File: config.mk
export PLATFORM = sky130hd
export DESIGN_NAME = ps2_kbd_intr_ctrl
export DESIGN_NICKNAME = d
export VERILOG_FILES = /design/src/rtl/ps2_kbd_intr_ctrl.sv
export SDC_FILE = /design/constraint.sdc
export NUM_CORES = 1
export LEC_CHECK = 0
export CAP_MARGIN = 20
export CORE_UTILIZATION = 45
export DETAILED_ROUTE_END_ITERATION = 8
export GPL_TIMING_DRIVEN = 0
export PLACE_DENSITY_LB_ADDON = 0.2
export SETUP_SLACK_MARGIN = 0.05
export SLEW_MARGIN = 20
export SYNTH_ARGS = -nofsm -noshare
export SYNTH_HDL_FRONTEND = slang
export SYNTH_SLANG_ARGS = --single-unit
File: constraint.sdc
create_clock -name clock -period 3.2 [get_ports clock]
set_input_delay 0.64 -clock clock [delete_from_list [all_inputs] [get_ports clock]]
set_output_delay 0.64 -clock clock [all_outputs]
set_load 0.1 [all_outputs]
File: src/rtl/ps2_kbd_intr_ctrl.sv
// ps2_kbd_intr_ctrl
// PS/2 keyboard receiver with a scan-code FIFO for the single-cycle
// interrupt CPU, mapped into I/O space 0xa000_0000-0xbfff_ffff.
// Frames arriving on the PS/2 pads are deserialised and checked for start,
// parity and stop errors. Good scan codes are queued. A level interrupt
// stays asserted while codes are waiting. Each CPU I/O read removes one code.
//
// Ports:
//   clock     - system clock; all logic runs on the rising edge
//   reset     - synchronous, active-high reset
//   ps2_clk   - raw PS/2 clock from the pad (asynchronous)
//   ps2_data  - raw PS/2 data from the pad (asynchronous)
//   io_rdn    - CPU I/O read strobe, active low, one clock per lw
//   data      - scan code at the FIFO head, 0x00 when the FIFO is empty
//   ready     - FIFO holds at least one code
//   intr      - keyboard interrupt request (CPU intr1), same as ready
//   overflow  - sticky flag: a good code was dropped because the FIFO was full
//   frame_err - one-cycle pulse on a start, parity, stop or timeout error
module ps2_kbd_intr_ctrl #(
    parameter int FIFO_AW        = 3,
    parameter int TIMEOUT_CYCLES = 50000
) (
    input  logic       clock,
    input  logic       reset,
    input  logic       ps2_clk,
    input  logic       ps2_data,
    input  logic       io_rdn,
    output logic [7:0] data,
    output logic       ready,
    output logic       intr,
    output logic       overflow,
    output logic       frame_err
);

    localparam int DEPTH = 1 << FIFO_AW;
    localparam int TW    = $clog2(TIMEOUT_CYCLES + 1);
    // The counter reaches TIMEOUT_CYCLES on the edge that follows this value.
    localparam logic [TW-1:0] TIMEOUT_LAST = TW'(TIMEOUT_CYCLES - 1);

    localparam logic [0:0] ST_IDLE = 1'b0;
    localparam logic [0:0] ST_RECV = 1'b1;

    // Synchroniser and edge detector state
    logic [1:0] clk_sync;
    logic [1:0] data_sync;
    logic       clk_prev;

    // Receiver state
    logic [0:0]    state;
    logic [3:0]    bit_cnt;
    logic [8:0]    shift_reg;
    logic [TW-1:0] tcnt;

    // FIFO state
    logic [7:0]       mem [DEPTH];
    logic [FIFO_AW:0] wr_ptr;
    logic [FIFO_AW:0] rd_ptr;

    // Combinational helpers
    logic fall;
    logic din;
    logic frame_done;
    logic frame_good;
    logic fifo_empty;
    logic fifo_full;
    logic pop;
    logic push;

    // Two-flop synchronisers on both pads. The idle PS/2 bus is high, so the
    // synchronisers reset high to avoid a spurious falling edge after reset.
    always_ff @(posedge clock) begin
        if (reset) begin
            clk_sync  <= 2'b11;
            data_sync <= 2'b11;
            clk_prev  <= 1'b1;
        end else begin
            clk_sync  <= {clk_sync[0], ps2_clk};
            data_sync <= {data_sync[0], ps2_data};
            clk_prev  <= clk_sync[1];
        end
    end

    // Edge detection, frame completion and FIFO handshake decisions.
    // shift_reg holds data bits 1-8 in [7:0] and parity in [8] by the time
    // the stop bit arrives, so reduction XOR gives the odd-parity check.
    always_comb begin
        fall       = clk_prev & ~clk_sync[1];
        din        = data_sync[1];
        frame_done = (state == ST_RECV) && fall && (bit_cnt == 4'd10);
        frame_good = frame_done && (^shift_reg) && din;
        fifo_empty = (wr_ptr == rd_ptr);
        fifo_full  = (wr_ptr[FIFO_AW] != rd_ptr[FIFO_AW]) &&
                     (wr_ptr[FIFO_AW-1:0] == rd_ptr[FIFO_AW-1:0]);
        pop        = ~io_rdn && ~fifo_empty;
        // A pop in the same cycle frees the slot a full FIFO needs.
        push       = frame_good && (~fifo_full || pop);
    end

    // Frame receiver. The start bit moves IDLE to RECV with bit_cnt=1; each
    // later falling edge samples bit number bit_cnt. The edge with
    // bit_cnt=10 carries the stop bit and ends the frame either way.
    // The timeout counter only runs between edges inside a frame.
    always_ff @(posedge clock) begin
        if (reset) begin
            state     <= ST_IDLE;
            bit_cnt   <= 4'd0;
            shift_reg <= 9'd0;
            tcnt      <= '0;
            frame_err <= 1'b0;
        end else begin
            frame_err <= 1'b0;
            if (state == ST_IDLE) begin
                tcnt <= '0;
                if (fall && !din) begin
                    state     <= ST_RECV;
                    bit_cnt   <= 4'd1;
                    shift_reg <= 9'd0;
                end
            end else begin
                if (fall) begin
                    tcnt <= '0;
                    if (bit_cnt == 4'd10) begin
                        state     <= ST_IDLE;
                        bit_cnt   <= 4'd0;
                        frame_err <= ~frame_good;
                    end else begin
                        shift_reg <= {din, shift_reg[8:1]};
                        bit_cnt   <= bit_cnt + 4'd1;
                    end
                end else if (tcnt == TIMEOUT_LAST) begin
                    state     <= ST_IDLE;
                    bit_cnt   <= 4'd0;
                    tcnt      <= '0;
                    frame_err <= 1'b1;
                end else begin
                    tcnt <= tcnt + TW'(1);
                end
            end
        end
    end

    // FIFO pointers and the sticky overflow flag. A successful pop always
    // clears overflow; a good frame that finds the FIFO full with no pop
    // sets it and leaves the FIFO untouched.
    always_ff @(posedge clock) begin
        if (reset) begin
            wr_ptr   <= '0;
            rd_ptr   <= '0;
            overflow <= 1'b0;
        end else begin
            if (push) begin
                wr_ptr <= wr_ptr + 1'b1;
            end
            if (pop) begin
                rd_ptr <= rd_ptr + 1'b1;
            end
            if (pop) begin
                overflow <= 1'b0;
            end else if (frame_good && fifo_full) begin
                overflow <= 1'b1;
            end
        end
    end

    // FIFO storage needs no reset; the head is masked while empty.
    always_ff @(posedge clock) begin
        if (push) begin
            mem[wr_ptr[FIFO_AW-1:0]] <= shift_reg[7:0];
        end
    end

    assign data  = fifo_empty ? 8'h00 : mem[rd_ptr[FIFO_AW-1:0]];
    assign ready = ~fifo_empty;
    assign intr  = ~fifo_empty;

endmodule

; After elaboration in Yosys (flattened, before gate mapping)
; Memory sizes are Yosys's and may differ from the RTL's. A register that Yosys moved wholly into a read port is not among the register bits.
; Cells that the tools add are included.
[classes]
n_reduce_logical = 18
n_bitwise = 7
add_sub_neg = 4
n_eq_ne = 8
muxes = 22
[ops]
columns = op, n
row1 = two-way mux 9 bit, 4
row2 = two-way mux 4 bit, 5
row3 = adder 16 x 1 -> 16 bit (second input constant), 1
row4 = equality test 16 bit (second input constant), 1
row5 = adder 4 x 1 -> 4 bit (second input constant), 3
row6 = two-way mux 1 bit, 10
row7 = logical AND 1 bit, 9
row8 = parity 9 bit, 1
row9 = two-way mux 8 bit, 1
row10 = two-way mux 3 bit, 2
row11 = inverter 1 bit, 6
row12 = equality test 4 bit, 1
row13 = equality test 4 bit (second input constant), 1
row14 = OR reduction 2 bit, 2
row15 = OR reduction 4 bit, 1
row16 = equality test 3 bit, 1
row17 = inequality test 3 x 1 -> 1 bit (second input constant), 1
row18 = AND reduction 3 bit, 1
row19 = inequality test 2 x 1 -> 1 bit (second input constant), 1
row20 = inequality test 2 bit (second input constant), 1
row21 = AND reduction 2 bit, 1
row22 = nonzero test 2 bit, 1
row23 = AND 1 bit, 1
row24 = zero test 1 bit, 1
row25 = 2 further kinds, 2
[word_totals]
input_bits = 5
ramBits = 64
out_inout_bits = 12
regBits = 45
word_cells = 71
n_memories = 1
[memory_table]
columns = memory, depth, width, read_ports, rd_ports_with_merged_regs, write_ports, line_no
row1 = mem, 8, 8, 1, 1, 1, 55  ; logic [7:0] mem [DEPTH];

; Logic depth before layout (Yosys ltp)
; Gate-level depths: netlist of run 1.
[depth]
word_depth = 9
ltp_mapped = 8
depth_no_buf = 7

; Least setup slack after synthesis of run 1
; Ideal clock, no wire load.
[synth_timing]
path_kind = flip-flop to output port
startpoint = register (tool-made name)
endpoint = output data[5]
path_slack_ps = 95
path_stages_with_launch = 6
path_buffers = 2
arrival_ps = 2465
required_ps = 2560
cell_sequence = dfxtp_1 buf_1 clkbuf_1 mux4_2 mux2i_1 nor2_1
[synth_rtl]
columns = element, line_no
row1 = to (decl), 28  ; output logic [7:0] data,

; Worst setup path after layout of run 1
[layout_timing]
startpoint = register shift_reg[3]
endpoint = memory mem[2][7], enable pin
[layout_between]
elab_chain_cells = 6
[layout_rtl]
columns = element, line_no
row1 = from (decl), 51  ; logic [8:0] shift_reg;
row2 = from (signal assigned), 127  ; shift_reg <= {din, shift_reg[8:1]};
row3 = parity 9 bit, 90  ; frame_good = frame_done && (^shift_reg) && din;
row4 = logical AND 1 bit (2 in a row), 90
row5 = logical AND 1 bit, 96  ; push = frame_good && (~fifo_full || pop);
row6 = two-way mux 1 bit, 167  ; if (push) begin
row7 = two-way mux 1 bit (not written as such), 168  ; mem[wr_ptr[FIFO_AW-1:0]] <= shift_reg[7:0];
row8 = to (decl), 55
; No other way between the ends.

==> metrics, run 1 <==
outcome=completed; NumNets Final=389; Data required, critical path=3.19 ns; Final Cell Area=0.00516 mm²; Die H=104 µm; Max Fclk=0.339 GHz; Post-DP HPWL=roughly 5600 µm; crit path launch=shift_reg[3]; Longest Clk Path Bufs=2; Hold Path Class=flip-flop to flip-flop; DIE AREA=0.0107 mm²; drt pass-1 iters=4; Routed Wire Length=roughly 8000 µm; CTS Buf Count=9; Non-Filler Instances=517; IO Pins=17; Cell Area, Placed=~0.005 mm²; worst path bufs/invs=0; # DRC=0; crit start category=flip-flop; I/O Buffers=16; power per cell area=446 mW/mm²; end of the critical path=mem[2][7]; CTS tree=done; critical path class=flip-flop to flip-flop; total power=0.00230 W; Fin. Hold Viols=0; clk_skew=0.0134 ns; share of cells above drive strength 1=about 16%; Worst R2R Setup Slack=0.25 ns; Mapped Avg Cell Area=13.2 µm²; Routed WL per cell=15.9 µm; Synth Instances=~350; ys async rst share=0%; clock sinks=about 110; H-tree levels=3; Static Leak=between 1.5 and 2 nW; pin count of the biggest net entering global routing=19; critical path data arrival time=2.94 ns; DRT iter0 DRCs=116; clk slew on worst S/H paths=0.10 ns; max reg flops=between 60 and 70; Worst setup EP type=flip-flop; Ys Warns=0; Tmin final=2.95 ns; Placed Instances=502; worst-margin pin slew=~0.97 ns; GR Overflow Total=0; Clock Latency Late Sink=around 0.36 ns; RSZ-0062 raised after global routing=no; post-route ant nets=0; Final TNS setup=0 ns; worst-path fanout max=11; Crit-path slowest cell=nor4b_4; Post-synth top flop=edfxtp_1; final clock period utilization by the worst path=92.2%; # fillers=872; Setup Viol. Count Final=0; total number of vias=about 2700; reg2reg start=shift_reg[3]; critical path depth=5; Die Width=between 100 and 150 µm; Mapped Area=0.00465 mm²; Crit path max-delay family=simple AND/OR/NAND/NOR gates; Worst VDD drop=between 0.2 and 0.3 mV; initial antenna violation count=0; FF-to-FF End=mem[2][7]; Slew Viols, Final=0; first-pass GRT wire length=around 13000 µm; Worst slew margin=a little over a third; CP max stage delay=0.68 ns; maxcap violations=0; syn_nets=363; Seq cells post-synth=112; vias in the first global route=about 2600; area of the core=between 0.009 and 0.01 mm²; gr usage total=between 10% and 20%; worst-path cell chain=xor2_1 -> xnor3_2 -> xnor2_2 -> or3_4 -> nor4b_4; Root Buffer=clkbuf_8; EDFF count, synth=64; Layout area overhead=11.0%; register area share after synthesis=62.0%; Rows=36; starting density of the core=46.9%; RD Place Congestion=0.734; antenna cells=0; cell count of the worst reg-to-reg path=5; Vias/cell=5.27; synth unique cells=47
-- stage by stage --
stage	util (%)	setup WS (ns)	hold slack (ns)
finish	52.1	0.248	0.421
global route	52.1	0.0832	0.455
CTS	52.5	0.0309	0.425
detailed placement	50.6	-0.459	0.403
global placement	50.2	-0.409	0.394
floorplan	-	0.0952	0.389
-- cell usage after synthesis, types with 3 or more instances --
library cell	n	area share, %
nor3_1	6	0.65
ha_1	5	1.3
nand2b_1	4	0.54
mux4_2	16	7.8
nor2b_1	5	0.67
nor2_1	50	4.0
edfxtp_1	64	41
or3_1	3	0.40
o21ai_0	7	0.75
or2_2	5	0.67
xnor2_1	15	2.8
inv_1	5	0.40
buf_2	3	0.32
a21oi_1	16	1.7
mux2i_1	9	1.9
clkbuf_1	11	0.89
xor2_1	10	1.9
and3_1	4	0.54
nand4_1	5	0.67
dfxtp_1	48	21
nand3_1	8	0.86
nand2_1	18	1.5
nor4b_2	3	0.97
-- worst min-delay path by stage --
stage / start / to / slack, ns / cells past startpoint
after floorplan: clk_sync[0] / clk_sync[1] / 0.39 / 1
after CTS: data_sync[0] / data_sync[1] / 0.43 / 1
after detailed placement: data_sync[0] / data_sync[1] / 0.40 / 1
final: clk_sync[0] / clk_sync[1] / 0.42 / 1
after global placement: clk_sync[0] / clk_sync[1] / 0.39 / 1
after global routing: clk_sync[0] / clk_sync[1] / 0.46 / 1
-- kinds of logic after synthesis --
| logic type | synth area share [%] |
|---|---|
| xor+xnor | 5.57 |
| fa+ha+maj | 1.35 |
| simple gates | 14.4 |
| buf+inv | 1.94 |
| compound gates | 4.55 |
| mux | 10.2 |
| flops | 62.0 |
-- layout make-up --
class / count / area [µm²] / area share (%)
Buffer: 16 / 71.3 / 1.38
Sequential cell: 112 / 2880 / 55.9
Inverter: 5 / 18.8 / 0.364
Multi-Input combinational cell: 219 / 1730 / 33.6
Tap cell: 133 / 166 / 3.22
Timing Repair Buffer: 16 / 110 / 2.13
Clock inverter: 6 / 42.5 / 0.824
Clock buffer: 10 / 138 / 2.67
-- per-layer routing --
| metal | global-route usage, % | vias up | share of wire, % | wire length (µm) |
|---|---|---|---|---|
| met5 | 0 | - | 0 | 0 |
| met4 | 5.07 | 0 | 1.1 | 93 |
| met3 | 2.45 | 10 | 2.1 | 171 |
| met2 | 27.6 | 30 | 49 | 4020 |
| met1 | 20.8 | 1341 | 48 | 3910 |
| li1 | - | 1344 | - | - |
-- cells in the final DEF (no fill, tap or decap), drive strengths merged, types with 3 or more instances in the layout --
master | Yosys | routed
buf | 6 | 13
xnor2 | 16 | 16
nor2b | 5 | 5
or2 | 5 | 5
a21oi | 16 | 16
nand4 | 5 | 5
and3 | 4 | 4
clkbuf | 11 | 23
clkinv | 0 | 3
nor3 | 7 | 7
xor2 | 10 | 10
nor2 | 50 | 50
nand3 | 8 | 8
edfxtp | 64 | 64
mux4 | 16 | 16
dfxtp | 48 | 48
inv | 5 | 6
o21ai | 7 | 7
clkdlybuf4s50 | 0 | 6
nand2b | 4 | 4
ha | 5 | 5
or3 | 4 | 4
nor4b | 4 | 4
nand2 | 18 | 18
mux2i | 9 | 9
-- repair_timing --
item	4_1_cts	5_1_grt
buffers inserted	0	0
gates resized for setup	37	14
hold buffers	0	0
endpoints found under the setup margin	18	7
-- power breakdown --
group | internal, W | switching [W]
sequential | 0.00151 | 0.00000166
clock | 0.000306 | 0.000464
combinational | 0.0000103 | 0.0000142
total | 0.00182 | 0.000480
Note: power is estimated with default switching activity, not from simulation.
==> run 2, diff against run 1 <==
--- a/config.mk
+++ b/config.mk
@@ -6,11 +6,12 @@
 export NUM_CORES = 1
 export LEC_CHECK = 0
 export CAP_MARGIN = 20
-export CORE_UTILIZATION = 45
+export CORE_UTILIZATION = 40
 export DETAILED_ROUTE_END_ITERATION = 8
 export GPL_TIMING_DRIVEN = 0
 export PLACE_DENSITY_LB_ADDON = 0.2
 export SETUP_SLACK_MARGIN = 0.05
+export SKIP_CTS_REPAIR_TIMING = 1
 export SLEW_MARGIN = 20
 export SYNTH_ARGS = -nofsm -noshare
 export SYNTH_HDL_FRONTEND = slang
==> metrics, run 2 (synthesized netlist as in run 1, its figures left out) <==
I/O Buffers=16; Longest Clk Path Bufs=2; Tmin final=approximately 3.0 ns; Crit path max-delay family=simple AND/OR/NAND/NOR gates; initial antenna violation count=0; max reg flops=64; worst-path fanout max=11; worst-path cell chain=xor2_1 -> xnor3_2 -> xnor2_2 -> or3_4 -> nor4b_4; Worst VDD drop=0.222 mV; GR Overflow Total=0; total number of vias=2761; Die Width=about 110 µm; CTS Buf Count=9; critical path data arrival time=a little under 3 ns; first-pass GRT wire length=14000 µm; Routed WL per cell=roughly 16 µm; Final Worst Setup Slack=0.235 ns; share of cells above drive strength 1=16.4%; Die H=110 µm; Core Util, Final=between 40% and 50%; Routed Wire Length=8490 µm; Static Leak=1.73 nW; post-route ant nets=0; final clock period utilization by the worst path=between 90% and 100%; crit start category=flip-flop; DIE AREA=0.0121 mm²; # fillers=1015; clk slew on worst S/H paths=0.07 ns; drt pass-1 iters=4; worst-margin pin slew=0.972 ns; Top Usage Layer GRT=met2; Vias/cell=5.23; Root Buffer=clkbuf_16; H-tree levels=3; DRT iter0 DRCs=93; pin count of the biggest net entering global routing=21; antenna cells=0; maxcap violations=0; GRT met2 Usage=a little over a quarter; Post-DP HPWL=5670 µm; vias in the first global route=2721; Layout area overhead=14.3%; highest-count cells in the layout ignoring fill and taps=edfxtp_1, nor2_1, dfxtp_1; most common cell after layout, fill and taps aside=edfxtp_1; Max Fclk=0.337 GHz; M3 GR Usage=2.31%; clock sinks=112; NumNets Final=390; CTS tree=done; pre-CTS WS=-0.458 ns; starting density of the core=40.9%; clk_skew=approximately 0.010 ns; CP max stage delay=0.70 ns; IO Pins=17; Slew Viols, Final=0; Worst setup EP type=flip-flop; area of the core=approximately 0.011 mm²; Hold Path Class=flip-flop to flip-flop; worst path bufs/invs=0; power per cell area=492 mW/mm²; # DRC=0; Crit-path slowest cell=nor4b_4; outcome=completed; critical path class=flip-flop to flip-flop; Clock Latency Late Sink=0.35 ns; Worst slew margin=35.0%; gr usage total=15.9%; Setup Viol. Count Final=0; Data required, critical path=3.17 ns; RD Place Congestion=0.727; Rows=39; Fin. Hold Viols=0; met1 Track Usage GR=20.5%; RSZ-0062 raised after global routing=no
## run 2: cell types whose count changed in the layout (fill, tap and decap cells not counted)
cell / before / now
clkbuf_8: 10 / 0
clkbuf_16: 0 / 9
buf_2: 10 / 6
clkbuf_2: 3 / 5
clkinv_2: 2 / 0
inv_8: 0 / 2
buf_12: 0 / 1
clkbuf_4: 0 / 1
clkinv_4: 1 / 2
dlymetal6s2s_1: 0 / 1
## run 2: where the power goes
part           internal [W]  switching (W)   total, W
clock              0.000545       0.000536    0.00108
sequential          0.00151     0.00000167    0.00151
combinational     0.0000103      0.0000143  0.0000246
## run 2: cell type report
type	instances	area [µm²]	share of cell area, %
well taps	143	179	3.37
repair buffers	17	140	2.64
inverters	5	18.8	0.353
plain buffers	16	71.3	1.34
clock inverters	7	63.8	1.20
clock buffers	9	225	4.24
flip-flops and latches	112	2880	54.3
multi-input cells	219	1730	32.6
## run 2: worst paths after layout
check | from | to | slack, ns | depth (start not counted)
max | shift_reg[3] | mem[2][4] | 0.23 | 5
min | data_sync[0] | data_sync[1] | 0.41 | 1
max reg2reg | shift_reg[3] | mem[2][4] | 0.23 | 5
min reg2reg | data_sync[0] | data_sync[1] | 0.41 | 1
## run 2: routing by layer
metal,wire [µm],vias up
met5,0,-
met4,141,0
met3,181,10
met2,4090,35
met1,4080,1363
li1,-,1353
## run 2: stage by stage
stage / TNS [ns] / cells / total power (W) / hold WS, ns / instance area (µm²)
final: 0 / 528 / 0.00261 / 0.410 / 5310
after global routing: 0 / 528 / 0.00270 / 0.445 / 5310
after CTS: -8.68 / 528 / 0.00264 / 0.411 / 5320
after detailed placement: -4.76 / 512 / 0.00157 / 0.394 / 5030
after global placement: -7.41 / 512 / 0.00157 / 0.393 / 4990
after floorplan: 0 / 353 / 0.00155 / 0.389 / 4650
